<file path="src/rtl/pay_station.sv">
// rtl/pay_station.sv - exit payment terminal: fee calculation, coin collection, change and refund
// Optional collection timeout is enabled by defining PAY_TIMEOUT_EN.
module pay_station #(
    parameter int TW      = 16,
    parameter int TPU     = 60,
    parameter int RATE    = 2,
    parameter int MAX_FEE = 20,
    parameter int CW      = 8,
    parameter int TIMEOUT = 30000
) (
    input  logic          clk,
    input  logic          rst,
    input  logic          req,
    input  logic [TW-1:0] entry_time,
    input  logic          coin_valid,
    input  logic [CW-1:0] coin_value,
    input  logic          cancel,
    output logic          busy,
    output logic [CW-1:0] cost,
    output logic          pay,
    output logic          refund,
    output logic          change_valid,
    output logic [CW-1:0] change,
    output logic [TW-1:0] now
);

    typedef enum logic [2:0] {
        S_IDLE,
        S_CALC,
        S_COLLECT,
        S_PAID,
        S_REFUND
    } state_t;

    localparam logic [CW:0]   RATE_W    = (CW+1)'(RATE);
    localparam logic [CW:0]   MAX_FEE_W = (CW+1)'(MAX_FEE);
    localparam logic [TW-1:0] TPU_W     = TW'(TPU);

    if (TPU < 1 || RATE < 1 || MAX_FEE < RATE || MAX_FEE >= (1 << CW) || TIMEOUT < 1) begin : g_param_check
        $error("pay_station: invalid parameter set");
    end

    state_t        state_q, state_d;
    logic [TW-1:0] now_q, now_d;
    logic [TW-1:0] remaining_q, remaining_d;
    logic [CW-1:0] cost_q, cost_d;
    logic [CW-1:0] paid_q, paid_d;
    logic [CW-1:0] change_q, change_d;
    logic          busy_q, busy_d;
    logic          pay_q, pay_d;
    logic          refund_q, refund_d;
    logic          change_valid_q, change_valid_d;

    logic [CW:0]   cost_inc;
    logic [CW-1:0] cost_sat;
    logic [TW-1:0] rem_step;
    logic [TW-1:0] rem_next;
    logic [CW:0]   paid_sum;
    logic [CW-1:0] paid_new;
    logic          tmo_hit;

`ifdef PAY_TIMEOUT_EN
    localparam int TMO_W = $clog2(TIMEOUT + 1);
    logic [TMO_W-1:0] tmo_q, tmo_d;

    // Counts consecutive coinless COLLECT cycles; any other state or a coin clears it.
    always_comb begin
        tmo_d = '0;
        if (state_q == S_COLLECT && !coin_valid) begin
            tmo_d = tmo_q + TMO_W'(1);
        end
    end

    assign tmo_hit = (state_q == S_COLLECT) && !coin_valid && (tmo_q >= TMO_W'(TIMEOUT - 1));

    always_ff @(posedge clk) begin
        if (rst) begin
            tmo_q <= '0;
        end else begin
            tmo_q <= tmo_d;
        end
    end
`else
    assign tmo_hit = 1'b0;
`endif

    always_comb begin
        cost_inc = {1'b0, cost_q} + RATE_W;
        cost_sat = (cost_inc > MAX_FEE_W) ? MAX_FEE_W[CW-1:0] : cost_inc[CW-1:0];
        rem_step = (remaining_q > TPU_W) ? TPU_W : remaining_q;
        rem_next = remaining_q - rem_step;
        paid_sum = {1'b0, paid_q} + {1'b0, coin_value};
        if (!coin_valid) begin
            paid_new = paid_q;
        end else if (paid_sum[CW]) begin
            paid_new = '1;
        end else begin
            paid_new = paid_sum[CW-1:0];
        end
    end

    always_comb begin
        state_d        = state_q;
        now_d          = now_q + TW'(1);
        remaining_d    = remaining_q;
        cost_d         = cost_q;
        paid_d         = paid_q;
        change_d       = change_q;
        pay_d          = 1'b0;
        refund_d       = 1'b0;
        change_valid_d = 1'b0;
        case (state_q)
            S_IDLE: begin
                if (req) begin
                    remaining_d = now_q - entry_time;
                    cost_d      = '0;
                    paid_d      = '0;
                    state_d     = S_CALC;
                end
            end
            S_CALC: begin
                // One billing unit per cycle; the first unit is always charged.
                cost_d      = cost_sat;
                remaining_d = rem_next;
                if (rem_next == '0 || cost_sat == MAX_FEE_W[CW-1:0]) begin
                    state_d = S_COLLECT;
                end
            end
            S_COLLECT: begin
                paid_d = paid_new;
                // Payment completion outranks cancel so a simultaneous final coin still pays.
                if (paid_new >= cost_q) begin
                    state_d        = S_PAID;
                    pay_d          = 1'b1;
                    change_valid_d = 1'b1;
                    change_d       = paid_new - cost_q;
                end else if (cancel || tmo_hit) begin
                    state_d        = S_REFUND;
                    refund_d       = 1'b1;
                    change_valid_d = 1'b1;
                    change_d       = paid_new;
                end
            end
            S_PAID:   state_d = S_IDLE;
            S_REFUND: state_d = S_IDLE;
            default:  state_d = S_IDLE;
        endcase
        busy_d = (state_d != S_IDLE);
    end

    always_ff @(posedge clk) begin
        if (rst) begin
            state_q        <= S_IDLE;
            now_q          <= '0;
            remaining_q    <= '0;
            cost_q         <= '0;
            paid_q         <= '0;
            change_q       <= '0;
            busy_q         <= 1'b0;
            pay_q          <= 1'b0;
            refund_q       <= 1'b0;
            change_valid_q <= 1'b0;
        end else begin
            state_q        <= state_d;
            now_q          <= now_d;
            remaining_q    <= remaining_d;
            cost_q         <= cost_d;
            paid_q         <= paid_d;
            change_q       <= change_d;
            busy_q         <= busy_d;
            pay_q          <= pay_d;
            refund_q       <= refund_d;
            change_valid_q <= change_valid_d;
        end
    end

    assign busy         = busy_q;
    assign cost         = cost_q;
    assign pay          = pay_q;
    assign refund       = refund_q;
    assign change_valid = change_valid_q;
    assign change       = change_q;
    assign now          = now_q;

endmodule

</file>
<file path="config.mk">
export PLATFORM = sky130hd
export DESIGN_NAME = pay_station
export DESIGN_NICKNAME = d
export VERILOG_FILES = /design/src/rtl/pay_station.sv
export SDC_FILE = /design/constraint.sdc
export NUM_CORES = 1
export LEC_CHECK = 0
export CORE_UTILIZATION = 35
export DETAILED_ROUTE_END_ITERATION = 8
export SLEW_MARGIN = 20
export SYNTH_ARGS = -nofsm -noshare
export SYNTH_HDL_FRONTEND = slang
export SYNTH_SLANG_ARGS = --single-unit
</file>
<file path="constraint.sdc">
create_clock -name clk -period 5.8 [get_ports clk]
set_clock_uncertainty 0.2 [all_clocks]
set_input_delay 1.16 -clock clk [delete_from_list [all_inputs] [get_ports clk]]
set_output_delay 1.16 -clock clk [all_outputs]
set_load 0.02 [all_outputs]
</file>
==> out/results.txt, run 1 <==
DR WL/cell -> 14.11 um
Core Rows -> 41
GP Congestion -> 0.8633
multiplexer share of the synthesized area -> 1.114%
post-CTS setup buffer count -> 0
Compound-Gate Fraction of Synth Area -> 26.24%
syn_area_per_cell -> 7.833 um2
crit end category -> flop
Synth Area in Adders -> 10.54%
final std cells w/o fill -> 820
number of enable flip-flop cells after synthesis -> 0
Syn Inst Count -> 588
residual DRC count -> 0
drt pass-1 iters -> 4
Final nets -> 709
final wirelength -> 11.57 mm
Max rail drop VDD -> 0.1550 mV
CORE AREA -> 12720 um2
DIE HEIGHT -> 116.7 um
largest net degree at the start of global routing -> 59
Post-synth ARST share -> 0%
Die ar. -> 13620 um2
Buffers on Ports -> 64
Max Cap Viol -> 0
slowest cell on the critical path -> a21oi_1
worst skew pair latency -> 0.34 ns
Hold Fails Final Rpt -> 0
Syn Std Cell Area -> 4606 um2
CTS tree -> done
leakage power -> 2.242 nW
Gates resized, CTS repair -> 0
Synth Warn # -> 0
#FFs+latches synth -> 63
Final ANT Viol Nets -> 0
first-pass GRT wire length -> 19.22 mm
placed cells -> 803
Longest Clk Path Bufs -> 2
WP data required -> 5.79 ns
top-area cell type share of the netlist area -> 27.38%
FILL cells -> 1318
Worst Tran Pin Value -> 0.9253 ns
run status -> finished, final reports clean
area leader, netlist -> dfxtp_1
total chip power -> 0.001429 W
Clock transition at path regs -> 0.05 ns
CTS H-tree depth -> 3
most common flop cell mapped by yosys -> dfxtp_1
Vias -> 4402
startpoint types -> primary input
setup TNS -> 0 ns
register area share after synthesis -> 27.38%
number of diodes -> 0
width of the die -> 116.7 um
multi-input logic area -> 3120 um2
Vias per Instance -> 5.368
cts hold-fix bufs -> 0
Peak Freq -> 186.5 MHz
Cell variety after synth -> 74
sequential cell area -> 1261 um2
CTS root buf -> clkbuf_16
CP peak stage delay -> 0.68 ns
post-synthesis simple-gate area fraction -> 23.93%
Initial Util -> 36.20%
Post-Syn Nets -> 654
Final min period -> 5.363 ns
Hold WC Path Type -> flop to flop
Pwr Density -> 248.3 nW/um2
IO Count -> 65
synth top area cells -> dfxtp_1 (27%), ha_1 (9.2%), a21oi_1 (5.2%)
hold_ws -> 0.2996 ns
WS Path Type -> primary input to flop
P&R area growth vs syn -> 24.94%
number of global-route vias before repair -> 4097
share of post-route cells with drive strength above 1 -> 7.253%
antenna violations before repair -> 0
worst-path cell chain -> clkdlybuf4s50_1 -> ha_1 -> inv_1 -> fa_1 -> nor2b_1 -> o31a_1 -> o41ai_1 -> nor2_1 -> o22a_1 -> inv_1 -> ha_1 -> inv_1 -> fa_1 -> a21o_1 -> a2111oi_0 -> o31a_1 -> a21oi_1 -> o21ai_0 -> a21oi_1 -> nor3_1
Slew Limit Fails -> 0
Tot GR Track Use -> 17.92%
Worst path most repeated cell -> inv_1
DRT iter0 DRCs -> 221
grt total ovfl -> 0
Synth Area in XOR/XNOR -> 5.705%
main combinational cell family by area after synthesis -> compound AO/OA/AOI/OAI gates
DP HPWL -> 8.657 mm
clock sinks -> 63
Worst Path Max Fanout -> 12
Slew HR -> 38.13%
RSZ-0062 raised after global routing -> false
Period Utilization, post-route -> 92.47%
cts bufs inserted -> 9
critical path data arrival time -> 5.36 ns
Final setup violation count -> 0
-- cells in the mapped netlist, types with 5 or more instances --
cell type / number
a2111oi_0: 7
a211oi_1: 14
a21o_1: 8
a21oi_1: 48
a22o_1: 9
a31oi_1: 5
and3_1: 10
clkbuf_1: 20
dfxtp_1: 63
ha_1: 34
inv_1: 35
nand2_1: 30
nand2b_1: 10
nand3_1: 13
nand4_1: 6
nor2_1: 64
nor2b_1: 10
nor3_1: 25
o21a_1: 10
o21ai_0: 35
o22a_1: 5
or2_2: 9
xnor2_1: 19
xor2_1: 11
-- logic make-up (layout without fill, tap and decap cells) --
group           Yosys count  count (layout)
other cells               1               1
fa+ha+maj                37              37
mux                       5               5
simple gates            211             211
xor+xnor                 30              30
compound gates          181             181
buf+inv                  60             120
flops                    63              63
-- worst max-delay path, delay by kind of cell --
family | cells | cell delay [ns]
buffers and inverters | 4 | 0.63
AND/OR/NAND/NOR | 3 | 0.49
AO/OA/AOI/OAI | 9 | 2.08
adder cells (fa/ha/maj) | 4 | 0.97
-- where the power goes --
| group | internal, W | switching (W) | leakage [nW] |
|---|---|---|---|
| Combinational | 0.000150 | 0.000185 | 1.57 |
| Clock | 0.000398 | 0.000202 | 0.158 |
| Sequential | 0.000456 | 0.0000376 | 0.513 |
-- metrics by stage --
| step | util, % | area [um2] | worst slack [ns] |
|---|---|---|---|
| 6_report | 45.23 | 5754 | 0.4366 |
| 5_1_grt | 45.23 | 5754 | 0.05698 |
| 4_1_cts | 45.01 | 5727 | 0.4155 |
| 3_5_place_dp | 42.40 | 5394 | 0.07022 |
| 3_3_place_gp | 42.40 | 5394 | 0.2567 |
| 2_1_floorplan | - | 4606 | 0.8980 |
-- path summary, 6_finish.rpt --
kind / startpoint / to / slack, ns / cells past startpoint
hold / removal: change[4] / change[4] / 0.30 / 2
setup / recovery: coin_value[0] / change[4] / 0.44 / 20
hold reg to reg: change[4] / change[4] / 0.30 / 2
setup reg to reg: paid_q[0] / change[4] / 1.35 / 19
-- layer usage --
| layer | track usage, % | part of all wire [%] | wire (um) | up-vias |
|---|---|---|---|---|
| met3 | 4.878 | 4.3 | 501 | 10 |
| met1 | 21.84 | 47 | 5402 | 2040 |
| met4 | 4.810 | 1.1 | 133 | 0 |
| met5 | 0 | 0 | 0 | - |
| li1 | - | - | - | 2252 |
| met2 | 30.97 | 48 | 5533 | 100 |
-- registers in the layout, indices dropped and copies added (netlist names) --
name / count
busy: 1
change: 8
change_valid: 1
cost: 8
now: 16
paid_q: 8
pay: 1
refund: 1
remaining_q: 16
state_q: 3
-- area by class of cell --
type,count,share of cell area [%]
clock buffers,11,4.392
clock inverters,5,1.392
inverters,35,2.283
multi-input cells,465,54.23
flip-flops and latches,63,21.92
well taps,172,3.740
repair buffers,69,12.05
-- cells in the final DEF (no fill, tap or decap), drive strengths merged, types with 10 or more instances in the layout --
master and instances:
nor2 65, dfxtp 63, clkdlybuf4s50 63, a21oi 50, o21ai 37, inv 35, ha 34, nand2 30
nor3 26, xnor2 19, a211oi 14, nand3 13, xor2 11, nand2b 11, clkbuf 11, and3 10
nor2b 10, o21a 10
No activity file was read; power rests on OpenSTA's default activity.
==> run 2, diff against run 1 <==
Settings changed: SLEW_MARGIN 20 to unset.
Clock period 5.8 ns to 4.55 ns, I/O delays scaled along.
==> out/results.txt, run 2 (synthesis gave the netlist of run 1 again) <==
Worst Path Max Fanout -> 4 (-8)
residual DRC count -> 0 (unchanged)
leakage power -> 2.565 nW (+14%)
hold path endpoint -> now[0]
crit end category -> flop
Core Rows -> 41 (unchanged)
DP HPWL -> 9.076 mm (+4.8%)
Post-Layout Inst Area -> 6296 um2 (+9.4%)
Worst Tran Pin Value -> 0.6238 ns (-0.3015 ns)
Peak Freq -> 222.7 MHz
grt total ovfl -> 0 (unchanged)
critical path data arrival time -> 4.55 ns (-0.81 ns)
Period Utilization, post-route -> 98.71%
drt pass-1 iters -> 4 (unchanged)
Vias -> 4551 (+3.4%)
Longest Clk Path Bufs -> 2 (unchanged)
final wirelength -> 12.17 mm (+5.1%)
Hold WC Path Type -> flop to flop
GP Congestion -> 0.8279 (-4.1%)
CTS tree -> done
Final ANT Viol Nets -> 0 (unchanged)
Max Cap Viol -> 0 (unchanged)
number of global-route vias before repair -> 4200 (+2.5%)
number of diodes -> 0 (unchanged)
CTS H-tree depth -> 3 (unchanged)
Max rail drop VDD -> 0.2186 mV (+41%)
DRT iter0 DRCs -> 301 (+36%)
Final min period -> 4.491 ns
Initial Util -> 36.20% (unchanged)
startpoint types -> primary input
Hold Startpoint -> now[0]
share of post-route cells with drive strength above 1 -> 18.23% (+11 points)
Slew HR -> 58.41% (+20 points)
reg2reg end -> change[6]
largest net degree at the start of global routing -> 36 (-39%)
antenna violations before repair -> 0 (unchanged)
WS Path Type -> primary input to flop
pre-CTS WS -> -0.4903 ns (-0.5605 ns)
Critical Path Start -> coin_value[0]
P&R area growth vs syn -> 36.70%
worst skew pair latency -> 0.34 ns (about the same)
worst hold stages -> 1 (-1)
WP data required -> 4.61 ns (-1.18 ns)
DP Area -> 5786 um2 (+7.3%)
CORE AREA -> 12720 um2 (unchanged)
commonest non-fill, non-tap cell in the layout -> dfxtp_1
cts bufs inserted -> 9 (unchanged)
Tot GR Track Use -> 18.60% (+0.68 points)
total chip power -> 0.001803 W (+26%)
Final nets -> 763 (+7.6%)
width of the die -> 116.7 um (unchanged)
reg2reg path depth -> 19 (unchanged)
Buffers on Ports -> 64 (unchanged)
Clock transition at path regs -> 0.05 ns (about the same)
run status -> finished, final reports clean
first-pass GRT wire length -> 19.78 mm (+2.9%)
setup TNS -> 0 ns (unchanged)
Hold Fails Final Rpt -> 0 (unchanged)
Final setup violation count -> 0 (unchanged)
DIE HEIGHT -> 116.7 um (unchanged)
DR WL/cell -> 13.92 um (-1.4%)
r2r startpoint -> paid_q[0]
cts hold-fix bufs -> 0 (unchanged)
CTS root buf -> clkbuf_16
clock sinks -> 63 (unchanged)
IO Count -> 65 (unchanged)
Slew Limit Fails -> 0 (unchanged)
Die ar. -> 13620 um2 (unchanged)
commonest non-fill, non-tap cells in the layout -> dfxtp_1 (63), nor2_1 (62), clkdlybuf4s50_1 (56)
Vias per Instance -> 5.207 (-3.0%)
Pwr Density -> 286.4 nW/um2 (+15%)
fin worst setup slack -> 0.05873 ns (-0.3779 ns)
RSZ-0062 raised after global routing -> true
flop-to-flop setup slack -> 0.35 ns (-1.00 ns)
-- run 2: cell types whose count changed in the layout (fill, tap and decap cells not counted), moves of 4 or more --
cell,previous run,this run
a21oi_1,48,44
buf_4,4,54
buf_6,0,6
clkdlybuf4s50_1,63,56
dlymetal6s2s_1,0,6
o21ai_0,35,30
-- run 2: layout make-up --
type                            count  area, um2
Sequential cell                    63       1261
Tap cell                          172      215.2
Multi-Input combinational cell    465       3283
Inverter                           35      131.4
Fill cell                        1265       6426
Clock buffer                       12      246.5
Timing Repair Buffer              123       1114
Clock inverter                      4      45.04
-- run 2: worst max-delay path by stage --
stage / depth (start not counted) / to / slack [ns]
after floorplan: 21 / change[4] / 0.0008
after global placement: 21 / change[2] / -0.36
after detailed placement: 21 / change[2] / -0.49
after CTS: 20 / state_q[1] / 0.01
after global routing: 20 / change[6] / -0.1
final: 20 / change[6] / 0.06
-- run 2: through the flow --
stage	hold slack [ns]	utilization, %	cells
finish	0.2896	49.49	874
global route	0.3100	49.49	874
CTS	0.2966	48.02	870
detailed placement	0.2817	45.48	854
global placement	0.2771	45.48	854
floorplan	0.2608	-	588
-- run 2: repair_timing --
item                                    4_1_cts  5_1_grt
hold endpoints to repair                      0        0
setup buffers                                 0        5
resized for setup                             8       47
pin swaps                                     3       27
gates cloned                                  0        0
endpoints found under the setup margin       10       14
-- run 2: report_power, final --
part / leakage (nW) / switching (W) / internal [W]
sequential: 0.513 / 0.0000490 / 0.000581
combinational: 1.91 / 0.000259 / 0.000233
clock: 0.146 / 0.000245 / 0.000436
-- run 2: routing by layer --
layer | share of wire [%] | global-route usage (%)
met4 | 0.85 | 4.473
met3 | 5.4 | 5.345
met1 | 46 | 22.84
met2 | 48 | 31.95
met5 | 0 | 0
-- run 2: worst max-delay path: stages --
cell       delay, ns
buf_6           0.10
ha_4            0.15
inv_2           0.05
fa_2            0.22
nor2b_4         0.05
o31a_1          0.31
o41ai_4         0.34
nor2_2          0.08
o22a_1          0.21
inv_1           0.07
ha_2            0.19
inv_2           0.05
fa_2            0.38
a21o_1          0.22
a2111oi_4       0.35
o31a_1          0.33
buf_4           0.16
a21o_1          0.17
a21oi_2         0.05
a211oi_2        0.17
